--- config.mk ---
export PLATFORM = sky130hd
export DESIGN_NAME = bin2bcd_seq_flat
export DESIGN_NICKNAME = d
export VERILOG_FILES = /design/src/rtl/bin2bcd_pkg.sv /design/src/rtl/bin2bcd_if.sv /design/src/rtl/bcd_add3.sv /design/src/rtl/bin2bcd_seq.sv /design/src/flat_wrapper.sv
export SDC_FILE = /design/constraint.sdc
export NUM_CORES = 1
export LEC_CHECK = 0
export CELL_PAD_IN_SITES_DETAIL_PLACEMENT = 0
export CELL_PAD_IN_SITES_GLOBAL_PLACEMENT = 1
export CORE_UTILIZATION = 48
export DETAILED_ROUTE_END_ITERATION = 10
export DONT_BUFFER_PORTS = 1
export PLACE_DENSITY = 0.74
export SLEW_MARGIN = 20
export SYNTH_ARGS = -nofsm -noshare
export SYNTH_HDL_FRONTEND = slang
export SYNTH_SLANG_ARGS = --single-unit
--- constraint.sdc ---
create_clock -name clk -period 2 [get_ports clk]
set_input_delay 0.2 -clock clk [delete_from_list [all_inputs] [get_ports clk]]
set_output_delay 0.2 -clock clk [all_outputs]
set_load 0.01 [all_outputs]
--- src/rtl/bin2bcd_pkg.sv ---
// Shared types and constants for the sequential binary-to-BCD converter.
// Contents: FSM state encoding, input width, output digit count and the
// largest value that fits in the four output digits.
package bin2bcd_pkg;

  localparam int BIN_W   = 14;
  localparam int DIGITS  = 4;
  localparam int MAX_VAL = 9999;

  typedef enum logic [1:0] {
    IDLE  = 2'd0,
    SHIFT = 2'd1,
    DONE  = 2'd2
  } state_t;

endpackage

--- src/rtl/bin2bcd_if.sv ---
// Request/result bundle of the binary-to-BCD converter.
// Signals:
//   start_i  request a conversion of bin_i (sampled only while idle)
//   bin_i    unsigned binary input
//   busy_o   conversion in progress (SHIFT or DONE)
//   done_o   one-cycle pulse, bcd_o/ovf_o valid
//   bcd_o    four packed BCD digits, thousands in [15:12]
//   ovf_o    last conversion exceeded four digits (saturating build only)
// Modports: master = requester, slave = converter.
interface bin2bcd_if;
  import bin2bcd_pkg::*;

  logic                  start_i;
  logic [BIN_W-1:0]      bin_i;
  logic                  busy_o;
  logic                  done_o;
  logic [4*DIGITS-1:0]   bcd_o;
  logic                  ovf_o;

  modport master (
    output start_i, bin_i,
    input  busy_o, done_o, bcd_o, ovf_o
  );

  modport slave (
    input  start_i, bin_i,
    output busy_o, done_o, bcd_o, ovf_o
  );
endinterface

--- src/rtl/bcd_add3.sv ---
// Double-dabble digit correction: a BCD digit of 5 or more gets 3 added so
// that the following left shift carries correctly into the next digit.
// Ports:
//   digit_i  4-bit digit before correction
//   digit_o  4-bit digit after correction
module bcd_add3 (
  input  logic [3:0] digit_i,
  output logic [3:0] digit_o
);

  assign digit_o = (digit_i >= 4'd5) ? digit_i + 4'd3 : digit_i;

endmodule

--- src/rtl/bin2bcd_seq.sv ---
// Sequential binary-to-BCD converter (shift-and-add-3, one bit per cycle).
// A request is accepted in IDLE, 14 SHIFT cycles follow, then one DONE
// cycle presents the result with done_o. Result registers hold between
// conversions.
// Ports:
//   clk   clock, rising edge
//   rst   asynchronous active-high reset
//   bus   bin2bcd_if.slave request/result bundle
// Build option:
//   BIN2BCD_SAT_EN  defined: values above 9999 saturate to 16'h9999 with
//                   ovf_o=1; undefined: the fifth digit is dropped
//                   (result mod 10000) and ovf_o is tied low.
//
// state | meaning
// IDLE  | waiting for start_i; result registers hold last value
// SHIFT | 14 cycles of add-3 then shift of {digits, binary}
// DONE  | one cycle, done_o=1, result valid
module bin2bcd_seq
  import bin2bcd_pkg::*;
(
  input  logic        clk,
  input  logic        rst,
  bin2bcd_if.slave    bus
);

  // Five digits so that 16383 converts exactly before truncation/saturation.
  localparam int REG_DIGITS = DIGITS + 1;
  localparam int DIG_W      = 4 * REG_DIGITS;
  localparam int SR_W       = DIG_W + BIN_W;
  localparam int CNT_W      = $clog2(BIN_W);
  localparam int OUT_W      = 4 * DIGITS;

  state_t              state, state_nxt;
  logic [SR_W-1:0]     sreg;
  logic [SR_W-1:0]     sreg_shift;
  logic [DIG_W-1:0]    digits_adj;
  logic [CNT_W-1:0]    cnt;
  logic [OUT_W-1:0]    bcd_q;
  logic                ovf_q;
  logic                load;
  logic                shift_en;
  logic                finish;

  for (genvar g = 0; g < REG_DIGITS; g++) begin : g_add3
    bcd_add3 u_add3 (
      .digit_i (sreg[BIN_W + 4*g +: 4]),
      .digit_o (digits_adj[4*g +: 4])
    );
  end

  // Full-width shift keeps every bit of the concatenation in use.
  assign sreg_shift = {digits_adj, sreg[BIN_W-1:0]} << 1;

  always_ff @(posedge clk or posedge rst) begin
    if (rst) begin
      state <= IDLE;
    end else begin
      state <= state_nxt;
    end
  end

  always_comb begin
    state_nxt = state;
    load      = 1'b0;
    shift_en  = 1'b0;
    finish    = 1'b0;
    case (state)
      IDLE: begin
        if (bus.start_i) begin
          load      = 1'b1;
          state_nxt = SHIFT;
        end
      end
      SHIFT: begin
        shift_en = 1'b1;
        if (cnt == CNT_W'(BIN_W - 1)) begin
          finish    = 1'b1;
          state_nxt = DONE;
        end
      end
      DONE: begin
        state_nxt = IDLE;
      end
      default: begin
        state_nxt = IDLE;
      end
    endcase
  end

  always_ff @(posedge clk or posedge rst) begin
    if (rst) begin
      sreg <= '0;
      cnt  <= '0;
    end else if (load) begin
      sreg <= {{DIG_W{1'b0}}, bus.bin_i};
      cnt  <= '0;
    end else if (shift_en) begin
      sreg <= sreg_shift;
      cnt  <= cnt + 1'b1;
    end
  end

`ifdef BIN2BCD_SAT_EN
  // Inputs are at most 16383, so a non-zero fifth digit means > 9999.
  always_ff @(posedge clk or posedge rst) begin
    if (rst) begin
      bcd_q <= '0;
      ovf_q <= 1'b0;
    end else if (finish) begin
      if (|sreg_shift[BIN_W + OUT_W +: 4]) begin
        bcd_q <= 16'h9999;
        ovf_q <= 1'b1;
      end else begin
        bcd_q <= sreg_shift[BIN_W +: OUT_W];
        ovf_q <= 1'b0;
      end
    end
  end
`else
  always_ff @(posedge clk or posedge rst) begin
    if (rst) begin
      bcd_q <= '0;
    end else if (finish) begin
      bcd_q <= sreg_shift[BIN_W +: OUT_W];
    end
  end
  assign ovf_q = 1'b0;
`endif

  assign bus.busy_o = (state != IDLE);
  assign bus.done_o = (state == DONE);
  assign bus.bcd_o  = bcd_q;
  assign bus.ovf_o  = ovf_q;

endmodule

--- src/flat_wrapper.sv ---
// flat-port wrapper written by rule: the top's interface ports become plain ports
module bin2bcd_seq_flat import bin2bcd_pkg::*;
  (clk, rst, bus_start_i, bus_bin_i, bus_busy_o, bus_done_o, bus_bcd_o, bus_ovf_o);
  bin2bcd_if bus_i ();
  input  logic clk;
  input  logic rst;
  input wire logic [$bits(bus_i.start_i)-1:0] bus_start_i;
  input wire logic [$bits(bus_i.bin_i)-1:0] bus_bin_i;
  output wire logic [$bits(bus_i.busy_o)-1:0] bus_busy_o;
  output wire logic [$bits(bus_i.done_o)-1:0] bus_done_o;
  output wire logic [$bits(bus_i.bcd_o)-1:0] bus_bcd_o;
  output wire logic [$bits(bus_i.ovf_o)-1:0] bus_ovf_o;
  assign bus_i.start_i = bus_start_i;
  assign bus_i.bin_i = bus_bin_i;
  assign bus_busy_o = bus_i.busy_o;
  assign bus_done_o = bus_i.done_o;
  assign bus_bcd_o = bus_i.bcd_o;
  assign bus_ovf_o = bus_i.ovf_o;
  bin2bcd_seq u_core (.clk(clk), .rst(rst), .bus(bus_i));
endmodule
---- Word level (Yosys, flattened, before mapping) ----
Index checks and enable logic that the tools add are counted.
storage, ports and cells
  output and inout port bits .............. 19
  input bits .............................. 17
  register bits ........................... 56
  word-level logic and storage cells ...... 41
cells by class
  reduce and logical (&&, ||, !) cells .... 4
  multiplexer cells ....................... 17
  $add $sub $neg .......................... 6
  magnitude comparators ................... 5
  equality and inequality tests ........... 5
operator list
  kind                   count
  $mux W34               2
  $mux W4                6
  $ge A4 B3 Y1 const B   5
  $add A4 B2 Y4 const B  4
  $mux W1                5
  $add A4 B1 Y4 const B  1
  $eq A4 B4 Y1 const B   1
  $mux W2                2
  $pmux W2 S2            1
  $reduce_bool A2 Y1     2
  $add A3 B2 Y3 const B  1
  $mux W3                1
  $eq A2 B1 Y1 const B   1
  $eq A2 B2 Y1 const B   1
  $logic_not A2 Y1       1
  $ne A2 B1 Y1 const B   1
  $ne A2 B2 Y1 const B   1
  $reduce_and A2 Y1      1

---- Longest topological paths before layout ----
  word-level depth ........................ 4
  mapped depth ............................ 9
  mapped depth without buffers ............ 7

---- Cells and area by module ----
From an unflattened synthesis, not the netlist that was laid out.
second synthesis, totals
  cells, all modules ...................... 275
  area, all modules ....................... 2632.5 um^2
by module, submodules not included
  module       cells each  seq. area each (um^2)  area an instance (um^2)  instances
  bin2bcd_seq  211         1301.2                 2227.1                   1
  bcd_add3     16          0.0                    101.3                    4

---- Worst setup path before layout ----
OpenSTA, ideal clock, no wires.
  path type ............................... register to register
  start ................................... register u_core.sreg[14]
  end ..................................... register u_core.sreg[16]
  arrival ................................. 1420 ps
  slack ................................... 497 ps
  period minus slack after synthesis ...... 1503 ps
  setup time .............................. 83 ps
  cell stages (with the launch flop) ...... 6
  data required time ...................... 1917 ps
  path buffers ............................ 0
  cell sequence ........................... dfrtp_1 ha_1 nand2b_1 a21oi_1 mux2_2 o21ai_0
on the way
  cells in the longest elaborated chain, start to end .. 4
  elaborated cells between the ends (all ways) .. 5
  classes of those cells .................. 1 x add/sub; 1 x order compare; 3 x mux
ends and longest elaborated chain
  element                                        line               text
  start: declaration                             bin2bcd_seq.sv:34  logic [SR_W-1:0] sreg;
  start signal: assignment                       bin2bcd_seq.sv:95  sreg <= {{DIG_W{1'b0}}, bus.bin_i};
  start signal: assignment                       bin2bcd_seq.sv:98  sreg <= sreg_shift;
  $add A4 B2 Y4 or $ge A4 B3 Y1 (tied branches)  bcd_add3.sv:11     assign digit_o = (digit_i >= 4'd5) ? digit_i + 4'd3 : digit_i;
  $mux W4 *                                      bcd_add3.sv:11
  $mux W34 *                                     bin2bcd_seq.sv:97  end else if (shift_en) begin
  $mux W34 *                                     bin2bcd_seq.sv:94  end else if (load) begin
Mark *: on every way between the ends. The rest lies on a longest branch, timed or not. The select of a mux whose other input is x is not followed.
A chain may end at the register's enable or synchronous reset.

---- Worst setup path in the final report ----
  start ................................... register u_core.state[0]
  end ..................................... register u_core.bcd_q[9] (netlist: u_core.bus.bcd_o[9])
on the way
  cells in the longest elaborated chain, start to end .. 2
ends and longest elaborated chain
  element                   line                text
  start: declaration        bin2bcd_seq.sv:33   state_t state, state_nxt;
  start signal: assignment  bin2bcd_seq.sv:58   state <= state_nxt;
  $eq A2 B1 Y1              bin2bcd_seq.sv:67   case (state)
  $mux W1                   bin2bcd_seq.sv:67
  end signal: assignment    bin2bcd_seq.sv:124  bcd_q <= sreg_shift[BIN_W +: OUT_W];
  end: declaration          bin2bcd_seq.sv:38   logic [OUT_W-1:0] bcd_q;
No other way between the ends.

==> impl_results.md <==
* Reg2reg path depth at 5
* Hold Path Depth at 2
* RSZ-0062 raised after global routing: false
* Number of global-route vias before repair at 1,802
* Die X at 74.2 um
* Placed Area at 0.00258 sq mm
* Routed WL per cell at 15.2 um
* Crit path kind: flip-flop to flip-flop
* Synth cell types at 32
* CP arrival at 1.88 ns
* Initial antenna violation count at 0
* Leading cell type in the layout, fill and taps excluded: dfrtp_1
* Layer with the highest usage: met2
* Port bufs at 0
* Detailed Route Iter0 Violations at 52
* Vias at 1,744
* Max Clk Rate at 589 MHz
* DRT Pass-1 Iters at 4
* Via/cell ratio at 5.57
* Worst Path Required at 2.19 ns
* Met1 Track Usage GR at 23.2%
* Sequential area share after synthesis at 52.1%
* Nets@finish at 275
* CTS H-tree depth at 2
* Setup TNS at 0 ns
* Remaining design rule violation count at 0
* Layout cells sized above 1 at 15.0%
* Syn Nets at 272
* #FFs+latches synth at 52
* CTS tree: yes
* Io pins at 36
* Warnings, synthesis at 0
* Pleak at 0.00116 uW
* RD Place Congestion at 0.784
* Average cell area after synthesis at 10.2 sq um
* PwrDens at 1520 mW/mm^2
* Die Y at 74.2 um
* M2 GR Usage at 35.3%
* Overall routing resource usage at 20.0%
* End of the worst hold path: u_core.sreg[12]
* Mapped Cells at 245
* CTS Buffer Depth at 2
* Hold Startpoint: bus_bin_i[12]
* Period minus WS final at 1.70 ns
* GRT overflow at 0
* VDD IR max at 0.000506 V
* Worst Hold Class: input pin to flip-flop
* Core Box Area at 0.00488 sq mm
* Total inserted antenna cells at 0
* Row count at 25
* CP endpoint kind: flip-flop
* Design area at 0.00267 sq mm
* Dpl hpwl at 3.27 mm
* PostCTS Resize Cnt at 0
* Routed Wire Length at 4.75 mm
* Clk sinks at 52
* Commonest non-fill, non-tap cells in the layout: dfrtp_1, o21ai_0, nand2_1
* Skew final at 0.00476 ns
* Post CTS Setup Buffer Count at 0
* Outcome: completed
* WHS at 0.104 ns
* Worst-Skew Late Latency at 0.30 ns
* Clk root buf: clkbuf_8
* Global-route wire length before repair at 8.14 mm
* Setup violations, final at 0
* Measured slew at the worst slew-check pin at 0.645 ns
* Total Power at 4050 uW
* Crit path max fanout at 22
* Largest net degree at the start of global routing at 29
* CTS clk-pin slew, worst paths at 0.08 ns
* Max-Slew Margin vs Limit at 56.9%
* Pins Over Slew Limit at 0
* Initial Utilization at 51.2%
* Flop2flop setup slack at 0.30 ns
* Final hold vios at 0
* CTS buffer count at 5
* Reg-to-Reg Start: u_core.state[0]
* Die area at 0.00550 sq mm
* Max_cap viols at 0
* Type of origin of the critical path: flip-flop
* Area Overhead vs Synth at 6.81%
* Met3 usage at 5.15%
* DRT antenna net count at 0
* End of the worst register-to-register path: u_core.bus.bcd_o[9]
* Post-Syn Area at 0.00250 sq mm
* Final period util at 84.8%
==> state kept, by name, summed over array words and instances (netlist names) <==
name              flops
u_core.state          2
u_core.bus.bcd_o     16
u_core.sreg          30
u_core.cnt            4
==> how the worst max path moves through the flow <==
stage | from | endpoint | slack (ns) | cells past startpoint
after floorplan | u_core.sreg[14] | u_core.sreg[16] | 0.50 | 5
after global placement | u_core.state[0] | u_core.sreg[10] | 0.30 | 4
after detailed placement | u_core.state[0] | u_core.sreg[5] | 0.22 | 4
after CTS | u_core.state[0] | u_core.sreg[10] | 0.21 | 4
after global routing | u_core.state[0] | u_core.sreg[29] | 0.14 | 5
final | u_core.state[0] | u_core.bus.bcd_o[9] | 0.30 | 5
==> report_power, final <==
group / switching, uW / internal, uW
Combinational: 827 / 753
Clock: 303 / 226
Sequential: 438 / 1500
Total: 1570 / 2480
==> stage by stage <==
stage / utilization [%] / worst slack, ns / cells
finish: 54.7 / 0.304 / 313
global route: 54.7 / 0.143 / 313
CTS: 54.5 / 0.207 / 313
detailed placement: 52.9 / 0.224 / 307
global placement: 52.9 / 0.303 / 307
floorplan: - / 0.497 / 245
==> logic make-up after synthesis <==
family	count (synthesis)	share of synthesized area, %
other	1	0.150
buffers and inverters	25	5.06
DFF	52	52.1
and+or+nand+nor	69	13.5
adders and majority gates	10	5.01
xor gates and xnor gates	4	1.40
AOI/OAI and AO/OA	75	18.8
muxes	9	4.01
==> layout make-up <==
class / count / area [sq um]
fill: 461 / 2210
sequential: 52 / 1300
multi-input combinational: 168 / 1080
tap: 67 / 83.8
timing repair buffer: 9 / 82.6
clock buffer: 5 / 68.8
inverter: 12 / 50.0
==> worst max-delay path, cell delays in order, from the launching register on <==
cell and delay, ns:
dfrtp_1 0.40, buf_4 0.27, nand4_1 0.13, or2_1 0.28
clkinv_4 0.15, mux2_2 0.35
==> layer usage <==
metal	vias to the layer above	share of wire, %
met3	6	5.5
li1	845	-
met4	0	1.3
met2	47	51
met1	846	42
met5	-	0
==> cell usage after synthesis, drive strengths merged <==
master	instances	share of area, %
nor2b	3	0.75
xnor2	4	1.4
nor3	5	1.0
nand3	1	0.20
a22o	7	2.5
a21oi	8	1.6
a22oi	13	3.9
nor2	6	1.3
o21ai	41	8.2
buf	10	2.6
ha	10	5.0
nand2b	6	1.5
or3b	4	1.4
dfrtp	52	52
nand4	1	0.25
or2	2	0.50
nor3b	3	0.90
mux2i	1	0.40
a21o	1	0.30
clkinv	1	0.35
nand2	38	5.7
conb	1	0.15
clkbuf	3	0.45
mux2	8	3.6
inv	11	1.7
o21bai	1	0.30
a31oi	4	2.0
==> timing repair <==
item | in CTS | in global routing
hold buffers | 1 | 0
setup endpoints to repair | 0 | 0
hold endpoints to repair | 24 | 0
Note: power is estimated with default switching activity, not from simulation.
